$ cat src/rtl/mc_pkg.sv
// rtl/mc_pkg.sv - shared encodings for the multicycle control sequencer
package mc_pkg;

    localparam logic [5:0] OP_RTYPE = 6'h00;
    localparam logic [5:0] OP_J     = 6'h02;
    localparam logic [5:0] OP_JAL   = 6'h03;
    localparam logic [5:0] OP_ADDI  = 6'h08;

    localparam logic [5:0] FN_SLL   = 6'h00;
    localparam logic [5:0] FN_SRL   = 6'h02;
    localparam logic [5:0] FN_SRA   = 6'h03;
    localparam logic [5:0] FN_JR    = 6'h08;
    localparam logic [5:0] FN_BREAK = 6'h0D;
    localparam logic [5:0] FN_MFHI  = 6'h10;
    localparam logic [5:0] FN_RTE   = 6'h11;
    localparam logic [5:0] FN_MFLO  = 6'h12;
    localparam logic [5:0] FN_MULT  = 6'h18;
    localparam logic [5:0] FN_DIV   = 6'h1A;
    localparam logic [5:0] FN_ADD   = 6'h20;
    localparam logic [5:0] FN_SUB   = 6'h22;
    localparam logic [5:0] FN_AND   = 6'h24;
    localparam logic [5:0] FN_SLT   = 6'h2A;

    localparam logic [3:0] ALU_PASS_A = 4'd0;
    localparam logic [3:0] ALU_NO_OP  = ALU_PASS_A;
    localparam logic [3:0] ALU_ADD    = 4'd1;
    localparam logic [3:0] ALU_SUB    = 4'd2;
    localparam logic [3:0] ALU_AND    = 4'd3;
    localparam logic [3:0] ALU_SLT    = 4'd4;
    localparam logic [3:0] ALU_SHIFT_LL = 4'd5;
    localparam logic [3:0] ALU_SHIFT_RL = 4'd6;
    localparam logic [3:0] ALU_SHIFT_RA = 4'd7;

    typedef enum logic [2:0] {
        ST_RESET, ST_FETCH, ST_DECODE, ST_EXEC, ST_FU_WAIT, ST_WB, ST_EXC, ST_HALT
    } state_t;

    localparam logic [2:0] PC_ALU    = 3'b000;
    localparam logic [2:0] PC_ALUOUT = 3'b001;
    localparam logic [2:0] PC_JUMP   = 3'b010;
    localparam logic [2:0] PC_EPC    = 3'b011;
    localparam logic [2:0] PC_VEC    = 3'b100;

    localparam logic [1:0] MEM_PC  = 2'b00;
    localparam logic [1:0] MEM_VEC = 2'b01;

    localparam logic [1:0] SRC_A_PC   = 2'b00;
    localparam logic [1:0] SRC_A_REG  = 2'b01;
    localparam logic [1:0] SRC_B_REG  = 2'b00;
    localparam logic [1:0] SRC_B_FOUR = 2'b01;
    localparam logic [1:0] SRC_B_IMM  = 2'b10;

    localparam logic [1:0] DST_RT = 2'b00;
    localparam logic [1:0] DST_RD = 2'b01;
    localparam logic [1:0] DST_RA = 2'b11;

    localparam logic [2:0] DSEL_ALUOUT = 3'b000;
    localparam logic [2:0] DSEL_HI     = 3'b011;
    localparam logic [2:0] DSEL_LO     = 3'b100;
    localparam logic [2:0] DSEL_PC     = 3'b101;

    localparam logic [1:0] EXC_INV     = 2'b00;
    localparam logic [1:0] EXC_OVF     = 2'b01;
    localparam logic [1:0] EXC_DIV0    = 2'b10;
    localparam logic [1:0] EXC_TIMEOUT = 2'b11;

    typedef enum logic [3:0] {
        CL_ALU, CL_SHIFT, CL_ADDI, CL_J, CL_JAL, CL_JR, CL_RTE,
        CL_BREAK, CL_MULT, CL_DIV, CL_MFHI, CL_MFLO, CL_INVALID
    } inst_class_t;

endpackage

$ cat src/rtl/mc_decode.sv
// rtl/mc_decode.sv - combinational opcode/funct to instruction class and ALU op
module mc_decode
    import mc_pkg::*;
(
    input  logic [5:0]  opcode,
    input  logic [5:0]  funct,
    output inst_class_t cls,
    output logic [3:0]  alu_op,
    output logic        ovf_chk,
    output logic        invalid
);

    always_comb begin
        cls     = CL_INVALID;
        alu_op  = ALU_NO_OP;
        ovf_chk = 1'b0;
        case (opcode)
            OP_RTYPE: begin
                case (funct)
                    FN_ADD:   begin cls = CL_ALU;   alu_op = ALU_ADD; ovf_chk = 1'b1; end
                    FN_SUB:   begin cls = CL_ALU;   alu_op = ALU_SUB; ovf_chk = 1'b1; end
                    FN_AND:   begin cls = CL_ALU;   alu_op = ALU_AND; end
                    FN_SLT:   begin cls = CL_ALU;   alu_op = ALU_SLT; end
                    FN_SLL:   begin cls = CL_SHIFT; alu_op = ALU_SHIFT_LL; end
                    FN_SRL:   begin cls = CL_SHIFT; alu_op = ALU_SHIFT_RL; end
                    FN_SRA:   begin cls = CL_SHIFT; alu_op = ALU_SHIFT_RA; end
                    FN_JR:    cls = CL_JR;
                    FN_MULT:  cls = CL_MULT;
                    FN_DIV:   cls = CL_DIV;
                    FN_MFHI:  cls = CL_MFHI;
                    FN_MFLO:  cls = CL_MFLO;
                    FN_RTE:   cls = CL_RTE;
                    FN_BREAK: cls = CL_BREAK;
                    default:  cls = CL_INVALID;
                endcase
            end
            OP_ADDI: begin cls = CL_ADDI; alu_op = ALU_ADD; ovf_chk = 1'b1; end
            OP_J:    cls = CL_J;
            OP_JAL:  cls = CL_JAL;
            default: cls = CL_INVALID;
        endcase
    end

    assign invalid = (cls == CL_INVALID);

endmodule

$ cat src/rtl/mc_sequencer.sv
// rtl/mc_sequencer.sv - multicycle control sequencer; FU_TIMEOUT_EN enables the mult/div watchdog
module mc_sequencer
    import mc_pkg::*;
#(
    parameter int MEM_LAT    = 2,
    parameter int SHIFT_LAT  = 2,
    parameter int CNT_W      = 4,
    parameter int FU_TIMEOUT = 15
) (
    input  logic       clk,
    input  logic       reset_in,
    input  logic [5:0] opcode,
    input  logic [5:0] funct,
    input  logic       overflow,
    input  logic       fu_done,
    input  logic       fu_div0,
    output logic       reset_out,
    output logic       ir_w,
    output logic       pc_w,
    output logic [2:0] pc_src,
    output logic [1:0] mem_sel,
    output logic [1:0] alu_src_a,
    output logic [1:0] alu_src_b,
    output logic [3:0] alu_op,
    output logic       alu_out_w,
    output logic       ab_w,
    output logic       rf_w,
    output logic [1:0] rf_dst,
    output logic [2:0] rf_dsel,
    output logic       fu_start,
    output logic       fu_op,
    output logic       hilo_w,
    output logic       epc_w,
    output logic [1:0] exc_code,
    output logic       halted
);

    localparam logic [CNT_W-1:0] MEM_LAST   = CNT_W'(MEM_LAT);
    localparam logic [CNT_W-1:0] SHIFT_LAST = CNT_W'(SHIFT_LAT - 1);
    localparam logic [CNT_W-1:0] WAIT_LAST  = CNT_W'(FU_TIMEOUT - 1);

    state_t             state, state_nx;
    logic [CNT_W-1:0]   cnt, cnt_nx;
    inst_class_t        cls, cls_nx, dec_cls;
    logic [3:0]         op_q, op_nx, dec_op;
    logic               ovf_q, ovf_nx, dec_ovf, dec_inv;
    logic               fin, fin_nx;
    logic [1:0]         code_nx;

    mc_decode u_decode (
        .opcode  (opcode),
        .funct   (funct),
        .cls     (dec_cls),
        .alu_op  (dec_op),
        .ovf_chk (dec_ovf),
        .invalid (dec_inv)
    );

    always_comb begin
        state_nx = state;
        cnt_nx   = '0;
        cls_nx   = cls;
        op_nx    = op_q;
        ovf_nx   = ovf_q;
        fin_nx   = 1'b0;
        code_nx  = exc_code;
        case (state)
            ST_RESET: state_nx = ST_FETCH;
            ST_FETCH: begin
                if (cnt == MEM_LAST) state_nx = ST_DECODE;
                else                 cnt_nx = cnt + 1'b1;
            end
            ST_DECODE: begin
                cls_nx = dec_cls;
                op_nx  = dec_op;
                ovf_nx = dec_ovf;
                if (dec_inv) begin
                    state_nx = ST_EXC;
                    code_nx  = EXC_INV;
                end else begin
                    case (dec_cls)
                        CL_MFHI, CL_MFLO: state_nx = ST_WB;
                        CL_BREAK:         state_nx = ST_HALT;
                        default:          state_nx = ST_EXEC;
                    endcase
                end
            end
            ST_EXEC: begin
                case (cls)
                    CL_SHIFT: begin
                        if (cnt == SHIFT_LAST) state_nx = ST_WB;
                        else                   cnt_nx = cnt + 1'b1;
                    end
                    CL_ALU, CL_ADDI: begin
                        if (ovf_q && overflow) begin
                            state_nx = ST_EXC;
                            code_nx  = EXC_OVF;
                        end else begin
                            state_nx = ST_WB;
                        end
                    end
                    // cnt tracks cycles since fu_start, so it enters the wait at 1
                    CL_MULT, CL_DIV: begin
                        state_nx = ST_FU_WAIT;
                        cnt_nx   = CNT_W'(1);
                    end
                    default: state_nx = ST_FETCH;
                endcase
            end
            ST_FU_WAIT: begin
                if (fin) begin
                    state_nx = ST_FETCH;
                end else if (fu_done) begin
                    if (cls == CL_DIV && fu_div0) begin
                        state_nx = ST_EXC;
                        code_nx  = EXC_DIV0;
                    end else begin
                        fin_nx = 1'b1;
                    end
`ifdef FU_TIMEOUT_EN
                end else if (cnt == WAIT_LAST) begin
                    state_nx = ST_EXC;
                    code_nx  = EXC_TIMEOUT;
`endif
                end else begin
                    cnt_nx = (cnt == WAIT_LAST) ? cnt : cnt + 1'b1;
                end
            end
            ST_WB: state_nx = ST_FETCH;
            ST_EXC: begin
                if (cnt == MEM_LAST) state_nx = ST_FETCH;
                else                 cnt_nx = cnt + 1'b1;
            end
            ST_HALT: state_nx = ST_HALT;
            default: state_nx = ST_RESET;
        endcase
    end

    // Outputs are a function of the state being entered, so every strobe is registered.
    always_ff @(posedge clk) begin
        reset_out <= 1'b0;
        ir_w      <= 1'b0;
        pc_w      <= 1'b0;
        pc_src    <= PC_ALU;
        mem_sel   <= MEM_PC;
        alu_src_a <= SRC_A_PC;
        alu_src_b <= SRC_B_REG;
        alu_op    <= ALU_NO_OP;
        alu_out_w <= 1'b0;
        ab_w      <= 1'b0;
        rf_w      <= 1'b0;
        rf_dst    <= DST_RT;
        rf_dsel   <= DSEL_ALUOUT;
        fu_start  <= 1'b0;
        fu_op     <= 1'b0;
        hilo_w    <= 1'b0;
        epc_w     <= 1'b0;
        halted    <= 1'b0;
        if (reset_in) begin
            state     <= ST_RESET;
            cnt       <= '0;
            cls       <= CL_INVALID;
            op_q      <= ALU_NO_OP;
            ovf_q     <= 1'b0;
            fin       <= 1'b0;
            exc_code  <= EXC_INV;
            reset_out <= 1'b1;
        end else begin
            state    <= state_nx;
            cnt      <= cnt_nx;
            cls      <= cls_nx;
            op_q     <= op_nx;
            ovf_q    <= ovf_nx;
            fin      <= fin_nx;
            exc_code <= code_nx;
            case (state_nx)
                ST_FETCH: begin
                    alu_src_b <= SRC_B_FOUR;
                    alu_op    <= ALU_ADD;
                    if (cnt_nx == MEM_LAST) begin
                        ir_w   <= 1'b1;
                        pc_w   <= 1'b1;
                        pc_src <= PC_ALU;
                    end
                end
                ST_DECODE: ab_w <= 1'b1;
                ST_EXEC: begin
                    case (cls_nx)
                        CL_ALU, CL_SHIFT: begin
                            alu_src_a <= SRC_A_REG;
                            alu_src_b <= SRC_B_REG;
                            alu_op    <= op_nx;
                            alu_out_w <= (cls_nx != CL_SHIFT) || (cnt_nx == SHIFT_LAST);
                        end
                        CL_ADDI: begin
                            alu_src_a <= SRC_A_REG;
                            alu_src_b <= SRC_B_IMM;
                            alu_op    <= op_nx;
                            alu_out_w <= 1'b1;
                        end
                        CL_J: begin
                            pc_w   <= 1'b1;
                            pc_src <= PC_JUMP;
                        end
                        CL_JAL: begin
                            pc_w    <= 1'b1;
                            pc_src  <= PC_JUMP;
                            rf_w    <= 1'b1;
                            rf_dst  <= DST_RA;
                            rf_dsel <= DSEL_PC;
                        end
                        CL_JR: begin
                            alu_src_a <= SRC_A_REG;
                            alu_op    <= ALU_PASS_A;
                            pc_w      <= 1'b1;
                            pc_src    <= PC_ALU;
                        end
                        CL_RTE: begin
                            pc_w   <= 1'b1;
                            pc_src <= PC_EPC;
                        end
                        CL_MULT, CL_DIV: begin
                            fu_start <= 1'b1;
                            fu_op    <= (cls_nx == CL_DIV);
                        end
                        default: ;
                    endcase
                end
                ST_FU_WAIT: hilo_w <= fin_nx;
                ST_WB: begin
                    rf_w    <= 1'b1;
                    rf_dst  <= (cls_nx == CL_ADDI) ? DST_RT : DST_RD;
                    rf_dsel <= (cls_nx == CL_MFHI) ? DSEL_HI :
                               (cls_nx == CL_MFLO) ? DSEL_LO : DSEL_ALUOUT;
                end
                ST_EXC: begin
                    if (cnt_nx == '0) begin
                        epc_w <= 1'b1;
                    end else begin
                        mem_sel <= MEM_VEC;
                        if (cnt_nx == MEM_LAST) begin
                            pc_w   <= 1'b1;
                            pc_src <= PC_VEC;
                        end
                    end
                end
                ST_HALT: halted <= 1'b1;
                default: ;
            endcase
        end
    end

endmodule

$ cat config.mk
export PLATFORM = sky130hd
export DESIGN_NAME = mc_sequencer
export DESIGN_NICKNAME = d
export VERILOG_FILES = /design/src/rtl/mc_pkg.sv /design/src/rtl/mc_decode.sv /design/src/rtl/mc_sequencer.sv
export SDC_FILE = /design/constraint.sdc
export NUM_CORES = 1
export LEC_CHECK = 0
export BUFFER_PORTS_ARGS = -buffer_cell sky130_fd_sc_hd__buf_2
export CAP_MARGIN = 20
export CORE_UTILIZATION = 55
export CTS_CLUSTER_SIZE = 28
export DETAILED_ROUTE_END_ITERATION = 12
export GPL_TIMING_DRIVEN = 0
export PLACE_DENSITY = 0.83
export SYNTH_ARGS = -nofsm -noshare
export SYNTH_HDL_FRONTEND = slang
export SYNTH_SLANG_ARGS = --single-unit
$ cat constraint.sdc
create_clock -name clk -period 2.9 [get_ports clk]
set_clock_uncertainty 0.05 [all_clocks]
set_input_delay 0.145 -clock clk [delete_from_list [all_inputs] [get_ports clk]]
set_output_delay 0.145 -clock clk [all_outputs]
set_load 0.05 [all_outputs]
Word-level counts from Yosys, hierarchy flattened
Cells that the tools add are included.
{"block": "word_totals", "ff_bits": 48, "in_bits": 17, "output_inout_bits": 31}
{"block": "op_classes", "add_sub_neg": 1, "reduce_logical": 30, "n_mux": 66, "bitwise": 5, "n_eq_ne": 60}
{"op": "3-bit one-hot mux with 7 select lines", "count": 2}
{"op": "4-bit == test (second input constant)", "count": 10}
{"op": "3-bit two-way mux", "count": 12}
{"op": "4-bit one-hot mux with 9 select lines", "count": 1}
{"op": "4-bit two-way mux", "count": 8}
{"op": "6-bit by 5-bit == test with 1-bit output (second input constant)", "count": 5}
{"op": "2-bit OR reduction", "count": 13}
{"op": "3-bit == test (second input constant)", "count": 8}
{"op": "6-bit by 2-bit == test with 1-bit output (second input constant)", "count": 4}
{"op": "6-bit == test (second input constant)", "count": 4}
{"op": "4-bit one-hot mux with 2 select lines", "count": 3}
{"op": "4-bit by 2-bit == test with 1-bit output (second input constant)", "count": 5}
{"op": "6-bit by 4-bit == test with 1-bit output (second input constant)", "count": 3}
{"op": "2-bit two-way mux", "count": 9}
{"op": "3-bit one-hot mux with 2 select lines", "count": 3}
{"op": "1-bit two-way mux", "count": 17}
{"op": "4-bit by 1-bit == test with 1-bit output (second input constant)", "count": 4}
{"op": "4-bit by 3-bit == test with 1-bit output (second input constant)", "count": 4}
{"op": "4-bit one-hot mux with 4 select lines", "count": 1}
{"op": "3-bit by 2-bit == test with 1-bit output (second input constant)", "count": 4}
{"op": "4-bit logical NOT", "count": 3}
{"op": "6-bit logical NOT", "count": 2}
{"op": "2-bit != test (second input constant)", "count": 6}
{"op": "2-bit one-hot mux with 2 select lines", "count": 3}
{"op": "other kinds (16)", "count": 28}

Depth between registers and ports, before layout
Gate-level depths: netlist of run 1.
{"block": "depth", "depth_word": 12, "ltp_mapped": 10}

Hierarchy
Synthesis of run 1 repeated with hierarchy kept, for this count alone.
{"block": "hier_totals", "hier_cells": 302, "hier_area_um2": 2518.7}
{"mod": "mc_sequencer", "n_inst": 1, "area_each_um2": 2084.5, "seq_area_each_um2": 920.9, "cells_each": 238}
{"mod": "mc_decode", "n_inst": 1, "area_each_um2": 434.2, "seq_area_each_um2": 0.0, "cells_each": 64}

Least setup slack after synthesis of run 1
OpenSTA, ideal clock, no wires.
{"block": "synth_timing", "path_kind": "flip-flop to flip-flop", "from": "register cnt[1]", "to": "register rf_dsel[0]", "path_buffers": 0, "required_time_ns": 2.763, "setup_slack_ns": 0.558, "setup_time_ns": 0.087, "synth_period_minus_slack_ns": 2.342, "arrival_ns": 2.205, "path_stages_with_launch": 10, "cell_sequence": "dfxtp_1 inv_1 ha_1 or3b_2 a31o_2 a21boi_0 o211a_1 o41a_1 o211ai_1 o31ai_1"}
{"block": "synth_between", "elab_chain_cells": 6, "elab_cells_between_ends": 10, "cone_classes": "eq/ne: 4; mux: 6"}
{"element": "start: declaration", "line": "mc_sequencer.sv:43", "rtl": "logic [CNT_W-1:0] cnt, cnt_nx;"}
{"element": "start signal: assignment", "line": "mc_sequencer.sv:170", "rtl": "cnt <= cnt_nx;"}
{"element": "4-bit by 1-bit == test with 1-bit output", "line": "mc_sequencer.sv:91", "rtl": "if (cnt == SHIFT_LAST) state_nx = ST_WB;"}
{"element": "3-bit two-way mux", "line": "mc_sequencer.sv:91"}
{"element": "3-bit one-hot mux with 3 select lines", "line": "mc_sequencer.sv:89", "rtl": "case (cls)"}
{"element": "3-bit one-hot mux with 7 select lines (*)", "line": "mc_sequencer.sv:67", "rtl": "case (state)"}
{"element": "3-bit == test or 3-bit by 2-bit == test with 1-bit output (tied branches)", "line": "mc_sequencer.sv:176", "rtl": "case (state_nx)"}
{"element": "3-bit one-hot mux with 2 select lines (*)", "line": "mc_sequencer.sv:176"}
{"element": "end signal: assignment", "line": "mc_sequencer.sv:233", "rtl": "rf_dsel <= (cls_nx == CL_MFHI) ? DSEL_HI :"}
{"element": "end: declaration", "line": "mc_sequencer.sv:29", "rtl": "output logic [2:0] rf_dsel,"}
Mark *: on every way between the ends. The rest lies on a longest branch, timed or not.
A chain may end at the register's enable or synchronous reset.

Final worst setup path of run 1
Same ends and word-level chain as after synthesis.

==> results.md, run 1 <==
Outcome:
- The flow ran to the end, and the final reports show no timing, DRC or antenna violations.

Global routing:
- The maximum number of pins on one net before global-route repair is 16.
- The met3 routing resource usage after global routing is around 4.9%.
- The global-route track usage on met1 is 31.2%.
- For this run, the total global-route usage over all layers was measured as between 20% and 30%.
- Global routing finished with a remaining overflow of 0.
- The number of global-route vias before repair is 2,180.
- The initial antenna violation count is 0.
- met2 is the most crowded layer.
- The wire length of the first global-routing pass is approximately 9700 µm.
- In the global route stage, met2 resource usage came out at 40.3%.

Floorplan:
- The overall die width is 70.2 µm.
- The die covers approximately 5000 µm².
- The initial core utilization is between 50 and 60%.
- The floorplan step defined a core boundary enclosing between 4000 and 5000 µm².
- The site row count is 24.
- 48 I/O pins were placed.
- Measured along the y axis, the die boundary spans approximately 70 µm.

Timing:
- The portion of the clock cycle consumed by the worst path in the final layout is between 90 and 100%.
- The final period demand of the worst path is roughly 2.7 ns.
- The worst path setup slack after routing is ~0.20 ns.
- The slew at the pin closest to its max-slew limit is between 0.6 and 0.7 ns.
- The total count of hold-check failures in the final report is 0.
- Setup repair after global routing left no endpoint under its margin.
- Derived from the worst setup path, the maximum achievable clock frequency is between 300 and 400 MHz.
- The worst-case headroom to the max-slew limit is a little over half.
- The final setup TNS is 0 ns.
- The number of max-slew violations in the final report is 0.
- The final number of setup-violating endpoints is 0.

Min path:
- The type of the worst min-delay path is primary input to flip-flop.
- The end of the worst hold path is reset_out$_DFF_P_.
- The hold path startpoint is reset_in.
- The depth of the worst hold-timing path is 1.

Critical path:
- Data on the critical path arrives at its endpoint at 2.86 ns.
- The top fanout value on the critical path is 5.
- In this run the critical register-to-register path is launched from cnt[1]$_SDFF_PP0_.
- The critical path capture point type is a flip-flop.
- The required time at the endpoint of the critical path is between 3 and 4 ns.
- The capture point of the worst reg-to-reg path is rf_dsel[0]$_SDFF_PP0_.
- The element type at the critical path start is a flip-flop.
- The type of the worst setup path is flip-flop to flip-flop.
- For the worst flop-to-flop path, the logic depth is 9.
- In this run the register-to-register setup slack is 0.20 ns.

Yosys:
- The synthesized design contains 0 enable-type register cells.
- After technology mapping, the gate count stands at 304.
- The post-synth design cell area is ~2600 µm².
- The count of synthesis-stage warnings from yosys is 0.
- Of all flip-flops after synthesis, the portion carrying an async set or reset was 0%.
- Sequential cells were found to cover 36.0% of the synthesized design area.
- The count of distinct cell types in the synthesized netlist is between 70 and 80.
- The synthesized design contains between 40 and 50 register bits.
- In the synthesized netlist the dominant register cell turns out to be dfxtp_1.
- A synthesized cell averages around 8.4 µm².

Power:
- The share of total power in the clock network is approximately a third.
- The leakage power total is around 1.2 nW.
- The internal power contribution is ~870 µW.
- The fraction of power consumed by sequential logic is a little over half.
- The switching power is about 330 µW.
- Of the total power, the share spent switching nets is roughly 28%.
- The power density over cell area is 406 nW/µm².
- Combinational logic burns 13.8% of the power.
- IR analysis of the VDD net gives a maximum drop of 0.241 mV.

Route:
- The routed length per instance is ~14 µm.
- The count of nets left with antenna violations once routing finished came out at 0.
- The wire length after detailed routing is about 5800 µm.
- The detailed router finished its first iteration with 172 violations.
- The average via count per standard cell is between 5 and 6.
- The first detailed-routing pass ran for 4 iterations.
- For this block, the via count after detailed routing is about 2,400.
- After detailed routing, the number of remaining DRC violations is 0.

Placement:
- After legalization and detailed placement, the total HPWL measured 4450 µm.
- The placer's final routability congestion estimate is ~0.93.
- The count of input and output buffers is between 40 and 50.
- The total cell area at the placement stage is 2840 µm².
- Before CTS, the worst setup slack after placement is ~0.17 ns.

Layout:
- The area growth from synthesis to layout is 15.1%.
- Of the cells placed in the final design, the portion with a size suffix greater than 1 is roughly a quarter.
- The final layout contains 374 nets.
- The finished cells cover about 2900 µm².
- 0 antenna diodes ended up in the layout.

Clock tree:
- The total clock buffers created by CTS is 5.
- In this run the post-CTS setup repair buffer count came out at 0.
- Counting along the longest clock path gives a buffer depth of 2.
- The CTS tree is done.
- After clock tree synthesis, the clock-pin slew on the worst setup and hold paths is 0.09 ns.
- The insertion delay of the later-clocked pin in the worst-skew pair is 0.30 ns.
- The cell at the root of the clock tree is clkbuf_8.
- The clock sink count is between 40 and 50.
- The number of H-tree branching levels is 2.

Run:
- The tool flagged a number of max-cap violations equal to 0.
-- logic make-up (layout without fill, tap and decap cells) --
kind of cell / after synthesis / in the layout / share of synthesized area, %
buffers and inverters: 29 / 79 / 5.53
muxes: 2 / 2 / 0.782
adders and majority gates: 3 / 3 / 1.47
and+or+nand+nor: 144 / 144 / 32.4
AOI/OAI and AO/OA: 76 / 76 / 22.7
DFF: 46 / 46 / 36.0
other: 1 / 2 / 0.147
xor gates and xnor gates: 3 / 3 / 1.03
-- synthesized netlist by cell type, types with 5 or more instances --
master    count  area share, %
dfxtp_1      46             36
nor2_1       27            4.0
nand2_1      26            3.8
a21oi_1      24            4.7
nor3_1       18            3.5
inv_1        12            1.8
nand3_1       9            1.8
o21ai_0       8            1.6
and2_1        7            1.7
clkbuf_1      6           0.88
nor3b_1       6            1.8
buf_2         5           0.98
nor4b_1       5            1.7
-- metrics by stage --
stage	hold slack [ns]	util, %	cells	power, mW
floorplan	0.123	-	305	0.780
global placement	0.322	64.3	399	0.816
detailed placement	0.329	64.3	399	0.819
CTS	0.00637	66.3	407	1.20
global route	0.0120	66.7	407	1.24
finish	0.0228	66.7	407	1.20
-- worst max path at each step --
stage	from	end	slack, ns
floorplan	cnt[1]$_SDFF_PP0_	rf_dsel[0]$_SDFF_PP0_	0.56
global placement	cnt[1]$_SDFF_PP0_	rf_dsel[0]$_SDFF_PP0_	0.25
detailed placement	state[0]$_SDFF_PP0_	pc_w$_SDFF_PP0_	0.17
CTS	state[0]$_SDFF_PP0_	pc_w$_SDFF_PP0_	0.13
global route	cnt[1]$_SDFF_PP0_	rf_dsel[0]$_SDFF_PP0_	0.09
finish	cnt[1]$_SDFF_PP0_	rf_dsel[0]$_SDFF_PP0_	0.20
-- cells in the final DEF, fill, tap and decap left out, types with 3 or more instances in the layout --
master    instances
nor3_2            3
nor2_1           27
o221ai_1          4
and2_1            7
inv_1            12
nor3b_1           5
clkbuf_1          6
o22ai_1           3
nand2b_1          4
nor4b_1           4
nand3b_1          4
nor2b_1           4
o21ai_0           8
dfxtp_1          46
o211ai_1          4
o21a_1            3
a21oi_1          24
nand3_1           9
buf_2            47
nand2_1          26
ha_1              3
buf_4             3
o21ai_1           3
and3_1            4
clkbuf_8          5
o31ai_1           3
or2_2             4
nor3_1           17
-- area by class of cell --
| class | instances | area (µm²) |
|---|---|---|
| fillers | 376 | 1470 |
| flip-flops and latches | 46 | 921 |
| clock inverters | 3 | 21.3 |
| clock buffers | 5 | 68.8 |
| inverters | 12 | 45.0 |
| well taps | 52 | 65.1 |
| multi-input cells | 230 | 1520 |
| plain buffers | 17 | 96.3 |
| repair buffers | 42 | 210 |
-- critical path: stages, from the launching register on --
cell	delay [ns]
dfxtp_1	0.36
inv_1	0.12
ha_1	0.17
or3b_2	0.49
a31o_2	0.25
a21boi_1	0.22
o211a_1	0.22
o41a_1	0.22
o211ai_1	0.23
o31ai_1	0.29
-- flip-flops by register name, indices dropped and copies added (netlist names), 3 cells and up --
register,flops
alu_op,4
cls,4
cnt,4
op_q,4
pc_src,3
rf_dsel,3
state,3
-- repair_timing --
| action | CTS | global route |
|---|---|---|
| hold endpoints to repair | 0 | 0 |
| resized for setup | 0 | 4 |
| setup endpoints to repair | 0 | 9 |
| hold buffers | 0 | 0 |
-- metal layers --
metal,vias to the layer above,routed length [µm]
li1,1192,-
met1,1117,2600
met2,78,2800
met3,13,299
met4,0,108
met5,-,0
-- power groups by stage --
| stage | clock [mW] | sequential [mW] | combinational (mW) |
|---|---|---|---|
| 2_1_floorplan | 0 | 0.673 | 0.107 |
| 4_1_cts | 0.395 | 0.643 | 0.163 |
| 5_1_grt | 0.421 | 0.644 | 0.179 |
| 3_3_place_gp | 0 | 0.657 | 0.158 |
| 6_report | 0.388 | 0.643 | 0.166 |
| 3_5_place_dp | 0 | 0.658 | 0.162 |
(Power assumes the default switching activity.)
==> run 2: changes to the inputs <==
--- a/config.mk
+++ b/config.mk
@@ -10,7 +10,6 @@
 export CORE_UTILIZATION = 55
 export CTS_CLUSTER_SIZE = 28
 export DETAILED_ROUTE_END_ITERATION = 12
-export GPL_TIMING_DRIVEN = 0
 export PLACE_DENSITY = 0.83
 export SYNTH_ARGS = -nofsm -noshare
 export SYNTH_HDL_FRONTEND = slang
==> results.md, run 2 (synthesis results as in run 1) <==
Timing:
- In this run the tightest slew margin relative to its limit is about three fifths.
- The slew at the pin closest to its max-slew limit is between 0.6 and 0.7 ns.
- Static timing analysis puts the maximum clock frequency at approximately 370 MHz.
- Setup violations remaining at the end of the flow were counted as 0.
- Across all hold checks on the routed design, the worst slack comes to 0.0973 ns.
- The final setup TNS is 0 ns.
- The total count of hold-check failures in the final report is 0.
- The number of max-slew violations in the final report was 0.
- The portion of the clock cycle consumed by the worst path in the final layout is roughly nine tenths.
- Setup repair after global routing left no endpoint under its margin.
- For the finished layout, the period the worst path requires is around 2.7 ns.

Route:
- Summed over all layers, the routed wires come to ~5900 µm.
- The average via count per standard cell is 5.91.
- The iteration-0 DRC count of the detailed router is 172.
- The remaining number of nets flagged by the antenna check after routing is 0.
- Detailed routing inserted a total of 2,360 vias.
- After detailed routing, the average wire length per cell comes to 14.7 µm.
- The first-pass iteration count of the detailed router is 4.
- The detailed-route DRC error count is 0.

Clock tree:
- The H-tree was split into 2 levels.
- TritonCTS built the clock tree.
- The post-CTS setup repair buffer count is 0.
- Clock tree synthesis selected as its root buffer the cell clkbuf_8.
- The worst-case clock buffer depth is 2.
- The clock slew at the register clock pins of the worst setup and hold paths is 0.09 ns.
- Clock tree synthesis found a total of between 40 and 50 sinks.
- The insertion delay of the later-clocked pin in the worst-skew pair is 0.31 ns.
- Clock tree synthesis inserted a total of 5 buffers.

Floorplan:
- The area of the die is 4930 µm².
- The overall die width is about 70 µm.
- The count of pins on the block boundary is between 40 and 50.
- From bottom edge to top edge, the die measures ~70 µm.
- The core region is 4410 µm².
- Once the floorplan was initialized, standard cells occupied between 50% and 60% of the core.
- In this run the core area contains 24 standard-cell rows.

Critical path:
- The worst register-to-register path begins at cnt[1]$_SDFF_PP0_.
- The slowest cell on the critical path is or3b_2.
- Walking the worst path, the cells encountered are inv_1 -> ha_1 -> or3b_2 -> a31o_2 -> a21boi_1 -> o211a_1 -> o41a_1 -> o211ai_1 -> o31ai_1.
- The first element of the critical path is cnt[1]$_SDFF_PP0_.
- The worst setup path is captured at a flip-flop.
- Data arrives at the worst endpoint at roughly 2.8 ns.
- The destination of the critical timing path is rf_dsel[2]$_SDFF_PP0_.
- The count of cells along the worst register-to-register path is 9.
- The worst setup path is of the flip-flop to flip-flop kind.
- The capture point of the worst reg-to-reg path is rf_dsel[2]$_SDFF_PP0_.
- STA puts the critical path data required time at between 3 and 4 ns.
- The worst reg-to-reg setup slack is 0.23 ns.
- The top fanout value on the critical path is 5.
- The element type at the critical path start is a flip-flop.
- The stage delay of the slowest cell on the critical path is between 0.4 and 0.5 ns.

Global routing:
- The global-route usage over all layers is approximately 24%.
- Entering global routing, the biggest net connects 17 pins.
- The final global-route overflow total is 0.
- The first global-routing pass estimated roughly 10000 µm of wire.
- The number of global-route vias before repair came to 2,132.
- The initial antenna violation count was 0.

Layout:
- The number of inserted filler cells in the final layout is between 300 and 400.
- In the layout the commonest cells are dfxtp_1, buf_2, nor2_1.
- Of the cells placed in the final design, the portion with a size suffix greater than 1 is between 20% and 30%.
- Across the whole layout, storage elements account for 921 µm².
- The final-stage net count is approximately 370.
- The leading cell type in the layout, fill and taps excluded is dfxtp_1.
- The post-route cell area is around 3000 µm².
- The area growth from synthesis to layout is 14.0%.
- Once layout is complete, the utilization of the core stands at 66.1%.
- The count of inserted antenna diode cells is 0.
- The area occupied by multi-input gates is ~1500 µm².

Run:
- Across the run, the number of max-cap violations was 0.

Placement:
- The HPWL after detailed placement is 4340 µm.
- At the end of routability-driven placement, the weighted congestion stood at between 0.8 and 0.9.
- The count of input and output buffers is 45.
- The total cell area at the placement stage is roughly 2800 µm².

Power:
- Dividing total power by cell area gives a power density of 437 nW/µm².
- The analysis attributes to cell leakage a power of ~1.2 nW.
- The maximum vdd ir drop is about 0.39 mV.

Outcome:
- The run finished with clean final reports.

Min path:
- The path class of the tightest hold or removal check is primary input to flip-flop.
==> run 2: cell count changes in the layout (fill, tap and decap cells not counted), sizes merged <==
cell / delta
buf: -2
bufinv: +1
clkbuf: -5
clkinv: -2
==> run 2: critical path, delay by kind of cell, from the launching register on <==
kind / cells / cell delay [ns]
AOI/OAI and AO/OA: 6 / 1.37
and+or+nand+nor: 1 / 0.49
DFF: 1 / 0.36
adders and majority gates: 1 / 0.17
buffers and inverters: 1 / 0.11
==> run 2: routing by layer <==
metal / track usage, % / routed length, µm
met5: 0 / 0
met4: 9.78 / 133
met1: 32.2 / 2650
met3: 4.62 / 247
met2: 39.2 / 2840
==> run 2: power breakdown <==
part	internal (mW)	switching [mW]
Clock	0.257	0.219
Combinational	0.0517	0.101
Sequential	0.639	0.00714
==> run 2: repair_timing <==
action	4_1_cts	5_1_grt
hold buffers	0	0
gates resized for setup	0	2
endpoints found under the setup margin	0	2
==> run 2: stage by stage <==
step | instances | worst slack, ns | total power, mW
3_5_place_dp | 391 | 0.238 | 0.811
4_1_cts | 399 | 0.189 | 1.28
3_3_place_gp | 391 | 0.355 | 0.808
5_1_grt | 399 | 0.0528 | 1.32
6_report | 399 | 0.233 | 1.27
2_1_floorplan | 305 | 0.558 | 0.780
==> run 2: area by class of cell <==
cell class / count / area share [%]
sequential: 46 / 31.6
tap: 52 / 2.23
timing repair buffer: 51 / 9.27
inverter: 12 / 1.54
clock buffer: 6 / 2.49
multi-input combinational: 230 / 51.6
clock inverter: 2 / 1.29
==> run 2: worst min path at each step <==
stage	start	to	slack (ns)	depth (start not counted)
CTS	reset_in	reset_out$_DFF_P_	0.09	1
detailed placement	ovf_q$_SDFFE_PP0N_	ovf_q$_SDFFE_PP0N_	0.39	2
floorplan	reset_in	reset_out$_DFF_P_	0.12	0
global placement	op_q[2]$_SDFF_PP0_	op_q[2]$_SDFF_PP0_	0.39	2
finish	reset_in	reset_out$_DFF_P_	0.1	1
global route	reset_in	reset_out$_DFF_P_	0.10	1
